[config.mk]
export PLATFORM = sky130hd
export DESIGN_NAME = pipeline_ctrl
export DESIGN_NICKNAME = d
export VERILOG_FILES = /design/src/rtl/pipe_pkg.sv /design/src/rtl/pipeline_ctrl_md_watchdog.sv /design/src/rtl/pipeline_ctrl.sv
export SDC_FILE = /design/constraint.sdc
export NUM_CORES = 1
export LEC_CHECK = 0
export ABC_AREA = 1
export CORE_MARGIN = 4
export CORE_UTILIZATION = 30
export CTS_BUF_LIST = sky130_fd_sc_hd__clkbuf_16
export DETAILED_ROUTE_END_ITERATION = 8
export PLACE_DENSITY = 0.59
export SYNTH_ARGS = -nofsm -noshare
export SYNTH_HDL_FRONTEND = slang
export SYNTH_SLANG_ARGS = --single-unit
[constraint.sdc]
create_clock -name clk -period 2.94 [get_ports clk]
set_input_delay 0.588 -clock clk [delete_from_list [all_inputs] [get_ports clk]]
set_output_delay 0.588 -clock clk [all_outputs]
set_load 0.03 [all_outputs]
[src/rtl/pipe_pkg.sv]
// pipe_pkg: shared state encoding and ID-stage opcode/funct constants for the pipeline controller.
// Contents:
//   state_t           - controller state (RUN, MD_WAIT, FROZEN)
//   OP_/FN_ constants - SPECIAL opcode and funct codes for mult/div and mfhi/mflo
//   is_muldiv()       - ID decode for id_is_muldiv
//   reads_hilo()      - ID decode for id_reads_hilo
package pipe_pkg;
   typedef enum logic [1:0] {
      RUN     = 2'd0,
      MD_WAIT = 2'd1,
      FROZEN  = 2'd2
   } state_t;
   localparam logic [5:0] OP_SPECIAL = 6'h00;
   localparam logic [5:0] FN_MFHI    = 6'h10;
   localparam logic [5:0] FN_MFLO    = 6'h12;
   localparam logic [5:0] FN_MULT    = 6'h18;
   localparam logic [5:0] FN_MULTU   = 6'h19;
   localparam logic [5:0] FN_DIV     = 6'h1a;
   localparam logic [5:0] FN_DIVU    = 6'h1b;
   function automatic logic is_muldiv(input logic [31:0] instr);
      return instr[31:26] == OP_SPECIAL && instr[5:0] inside {FN_MULT, FN_MULTU, FN_DIV, FN_DIVU};
   endfunction
   function automatic logic reads_hilo(input logic [31:0] instr);
      return instr[31:26] == OP_SPECIAL && instr[5:0] inside {FN_MFHI, FN_MFLO};
   endfunction
endpackage

[src/rtl/pipeline_ctrl_md_watchdog.sv]
// md_watchdog: bounds how long a mult/div operation may stay outstanding.
// Ports:
//   clk, reset  - clock, synchronous active-high reset
//   start       - mult/div start pulse; restarts the count
//   busy        - mult/div outstanding; count advances while high
//   expire      - combinational; this busy cycle is the MD_TIMEOUT-th one
//   timeout     - sticky flag, set the cycle after expire, cleared only by reset
module md_watchdog #(
   parameter int MD_TIMEOUT = 64
) (
   input  logic clk,
   input  logic reset,
   input  logic start,
   input  logic busy,
   output logic expire,
   output logic timeout
);
   localparam int W = $clog2(MD_TIMEOUT + 1);
   logic [W-1:0] cnt;
   // cnt holds the number of busy cycles already completed, so the cycle that
   // would bring it to MD_TIMEOUT is the one that expires
   assign expire = busy && cnt == W'(MD_TIMEOUT - 1);
   always_ff @(posedge clk) begin
      if (reset) begin
         cnt     <= '0;
         timeout <= 1'b0;
      end else begin
         if (start) cnt <= '0;
         else if (busy) cnt <= cnt + 1'b1;
         if (expire) timeout <= 1'b1;
      end
   end
endmodule

[src/rtl/pipeline_ctrl.sv]
// pipeline_ctrl: stall/flush sequencer for the 5-stage MIPS pipeline.
// Ports:
//   clk, reset                      - clock, synchronous active-high reset
//   hazard_stall                    - RAW/load-use stall for the ID instruction
//   branch_taken                    - EX redirect this cycle
//   dmem_wait                       - data memory not ready, freeze the pipe
//   id_is_muldiv, id_reads_hilo     - ID decode of mult/div and mfhi/mflo
//   md_done                         - mult/div result written to HI/LO
//   pc_en, ifid_en, exmem_en, memwb_en - pipeline register load enables
//   ifid_flush, idex_bubble         - squash IF/ID, insert NOP into ID/EX
//   md_start, md_busy, md_timeout   - mult/div handshake and watchdog flag
//   stall_cycles                    - saturating count of cycles with pc_en=0
module pipeline_ctrl
   import pipe_pkg::*;
#(
   parameter int MD_TIMEOUT = 64,
   parameter int CNT_W      = 32
) (
   input  logic             clk,
   input  logic             reset,
   input  logic             hazard_stall,
   input  logic             branch_taken,
   input  logic             dmem_wait,
   input  logic             id_is_muldiv,
   input  logic             id_reads_hilo,
   input  logic             md_done,
   output logic             pc_en,
   output logic             ifid_en,
   output logic             ifid_flush,
   output logic             idex_bubble,
   output logic             exmem_en,
   output logic             memwb_en,
   output logic             md_start,
   output logic             md_busy,
   output logic             md_timeout,
   output logic [CNT_W-1:0] stall_cycles
);
   state_t state, shadow, mode;
   logic   md_expire, interlock, md_busy_n;
   // while frozen the pipe behaves as the state it will resume into
   assign mode = state == FROZEN ? shadow : state;
   // both mfhi/mflo and a second mult/div must wait for HI/LO to settle
   assign interlock = md_busy && (id_reads_hilo || id_is_muldiv);
   always_comb begin
      pc_en       = 1'b1;
      ifid_en     = 1'b1;
      ifid_flush  = 1'b0;
      idex_bubble = 1'b0;
      exmem_en    = 1'b1;
      memwb_en    = 1'b1;
      md_start    = 1'b0;
      if (reset) begin
         pc_en       = 1'b0;
         ifid_en     = 1'b0;
         ifid_flush  = 1'b1;
         idex_bubble = 1'b1;
         exmem_en    = 1'b0;
         memwb_en    = 1'b0;
      end else if (dmem_wait) begin
         pc_en    = 1'b0;
         ifid_en  = 1'b0;
         exmem_en = 1'b0;
         memwb_en = 1'b0;
      end else if (branch_taken) begin
         ifid_flush  = 1'b1;
         idex_bubble = 1'b1;
      end else if (interlock || hazard_stall) begin
         pc_en       = 1'b0;
         ifid_en     = 1'b0;
         idex_bubble = 1'b1;
      end else begin
         md_start = id_is_muldiv && mode == RUN;
      end
   end
   // md_done and watchdog expiry are honoured even while frozen
   assign md_busy_n = md_start ? 1'b1 : (md_done || md_expire) ? 1'b0 : md_busy;
   md_watchdog #(.MD_TIMEOUT(MD_TIMEOUT)) u_wd (
      .clk    (clk),
      .reset  (reset),
      .start  (md_start),
      .busy   (md_busy),
      .expire (md_expire),
      .timeout(md_timeout)
   );
   always_ff @(posedge clk) begin
      if (reset) begin
         state        <= RUN;
         shadow       <= RUN;
         md_busy      <= 1'b0;
         stall_cycles <= '0;
      end else begin
         md_busy <= md_busy_n;
         shadow  <= md_busy_n ? MD_WAIT : RUN;
         state   <= dmem_wait ? FROZEN : md_busy_n ? MD_WAIT : RUN;
         if (!pc_en && !(&stall_cycles)) stall_cycles <= stall_cycles + 1'b1;
      end
   end
endmodule

==> results_dict.tcl <==
set metrics [dict create \
    yosys_warnings 0 \
    slowest_delay_ns 0.66 \
    synth_seq_area_share 0.341 \
    fill_cells 897 \
    synthCells 416 \
    gp_congestion 0.919 \
    track_usage 0.138 \
    die_w_um 99.8 \
    powerDensity_mw_per_mm2 385 \
    rsz0062_at_grt "false" \
    post-route-drc-count 0 \
    ant_nets 0 \
    ys.flop_type "dfxtp_1" \
    clock_latency_ns 0.28 \
    syn_area_per_cell_um2 6.07 \
    cts_tree "done" \
    yosysUniqueCellTypes 24 \
    synth.cell_area_mm2 0.00253 \
    critPathMaxFanout 3 \
    ir_drop_uv 184 \
    synth_xor_area_frac 0.0589 \
    num_antenna_cells 0 \
    synth_top_family_by_area "simple AND/OR/NAND/NOR gates" \
    async_flop_share 0 \
    hold_class "reg -> reg" \
    fin_tns_setup_ns 0 \
    pre_cts_slack_ns 0.169 \
    cts_buffers 5 \
    path_buf_inv 4 \
    synth_seq_cells 43 \
    grt_pass1_vias 2532 \
    io_pins 49 \
    multi_input_area_mm2 0.00144 \
    yosys.area_share.simple 0.428 \
    die_h_um 99.8 \
    finalMaxSlewViolations 0 \
    cts_max_path_buffers 2 \
    seq_area_um2 861 \
    io_buffers 48 \
    power.leakage_nw 1.11 \
    worst_setup_path_end_kind "output port" \
    clock_sinks 43 \
    skew_ns 0.00460 \
    postCtsHoldBufs 0 \
    finalWirelength_um 6500 \
    drtIter0Drc 101 \
    start_kind "primary input" \
    cp.arrival_ns 2.20 \
    critical_path.top_delay_family "buffers and inverters" \
    required_ns 2.35 \
    worstMarginPinSlew_ns 0.438 \
    crit_slowest_cell "clkdlybuf4s50_1" \
    setup_slack_ns 0.153 \
    syn_nets 426 \
    max_slew_margin 0.706 \
    drive_gt1_frac 0.0562 \
    htreeDepth 2 \
    dp_hpwl_um 5070 \
    path_cells "clkdlybuf4s50_1, inv_1, nand4_1, a21oi_1, nand3_1, inv_1, clkdlybuf4s50_1" \
    setup_violations 0 \
    min_period_ns 2.79 \
    holdWs_ns 0.458 \
    synth_edf_count 0 \
    hold_viol 0 \
    core_area_mm2 0.00822 \
    syn_to_final_growth_pct 26.9 \
    worst-setup-path-type "in -> out" \
    synth_mux_area_frac 0 \
    synth_top_area_share 0.341 \
    cts.clk_slew.worst_paths_ns 0.06 \
    post_dp_cell_area_mm2 0.00306 \
    std_cell_rows 33 \
    design_area_mm2 0.00321 \
    via_count 2595 \
    root_buffer "clkbuf_16" \
    outcome "finished clean" \
    overflow 0 \
    synth_area_leaders "dfxtp_1 (34%), nand2_1 (23%), nor2_1 (12%)" \
    grt_max_degree 29 \
    grt_pass1_wl_um 11300 \
    die-area_mm2 0.00995 \
    min_period_over_period 0.948 \
    cts.repair.resized 0 \
    synthAdderAreaFrac 0.00991 \
    layout.nets 472 \
    start_util 0.307 \
    drv_cap 0 \
    grt_antenna_before_repair 0 \
    wl_per_cell_um 11.5 \
    synth-compound-area-share 0.0718 \
    synth_area_leader_cell "dfxtp_1" \
    dr.pass1.iters 4 \
    via_per_inst 4.57 \
    cts_setup_buffers 0 \
    post-route-util 0.390 \
    max_freq_mhz 359 \
]
## cells in the mapped netlist (2+ instances only)
master / instances
nand3_1: 19
xor2_1: 10
ha_1: 2
a21oi_1: 27
buf_4: 2
buf_2: 2
inv_1: 37
nand2_2: 3
nor2_1: 79
o21ai_0: 6
nor3_1: 2
nand2_1: 153
nor2_2: 3
dfxtp_1: 43
clkbuf_1: 4
buf_6: 4
nand4_1: 7
xnor2_1: 7
## tightest hold or removal path: cells and delay by family, from the launching register on
family / cells / cell delay [ns]
DFF: 1 / 0.31
and+or+nand+nor: 1 / 0.05
AOI/OAI and AO/OA: 1 / 0.05
## logic make-up (layout without fill, tap and decap cells)
kind of cell / Yosys count / count (layout)
adder cells (fa/ha/maj): 2 / 2
AO/OA/AOI/OAI: 35 / 35
flip-flops: 43 / 43
XOR/XNOR: 17 / 17
buffers and inverters: 50 / 97
AND/OR/NAND/NOR: 269 / 269
## flip-flops by register name (all words and copies together), names as in the netlist
signal        cells
stall_cycles     32
u_wd.timeout      1
state             2
u_wd.cnt          7
md_busy           1
## final timing paths
| path | from | to | cells after the start | slack [ns] |
|---|---|---|---|---|
| setup reg to reg | stall_cycles[0]$_SDFFE_PP0P_ | stall_cycles[22]$_SDFFE_PP0P_ | 10 | 0.74 |
| setup / recovery | dmem_wait | md_start | 7 | 0.15 |
| hold / removal | u_wd.cnt[6]$_SDFFE_PP0P_ | u_wd.cnt[6]$_SDFFE_PP0P_ | 2 | 0.46 |
| hold reg to reg | u_wd.cnt[6]$_SDFFE_PP0P_ | u_wd.cnt[6]$_SDFFE_PP0P_ | 2 | 0.46 |
## cells in the final DEF (no fill, tap or decap), drive strengths merged, types with 5 or more instances in the layout
cell type,synthesis,layout
o21ai,6,6
nand2,157,157
nand3,19,19
dfxtp,43,43
nand4,7,7
xnor2,7,7
a21oi,27,27
inv,38,38
nor2,82,82
xor2,10,10
buf,8,9
clkbuf,4,5
clkdlybuf4s50,0,42
## area by class of cell
| type | instances | share of cell area |
|---|---|---|
| Clock buffer | 5 | 0.0390 |
| Clock inverter | 3 | 0.00625 |
| Inverter | 38 | 0.0445 |
| Multi-Input combinational cell | 323 | 0.448 |
| Sequential cell | 43 | 0.269 |
| Tap cell | 105 | 0.0410 |
| Timing Repair Buffer | 51 | 0.152 |
## where the power goes
group | total, W | switching [W] | leakage [nW] | internal (W)
registers | 0.000596 | 0.00000773 | 0.347 | 0.000588
logic | 0.0000971 | 0.0000623 | 0.692 | 0.0000349
clock network | 0.000542 | 0.000229 | 0.0674 | 0.000313
## metrics by stage
step | instances | power [W]
4_1_cts | 568 | 0.00125
2_1_floorplan | 416 | 0.000674
3_3_place_gp | 560 | 0.000707
6_report | 568 | 0.00124
5_1_grt | 568 | 0.00128
3_5_place_dp | 560 | 0.000708
## metal layers
layer  GRT usage  up-vias  share of wire
met1       0.176     1140           0.47
met4      0.0452        0          0.013
li1            -     1375              -
met3      0.0351       10          0.065
met5           0        -              0
met2       0.227       70           0.45
Power figures use the tool's default switching activity.
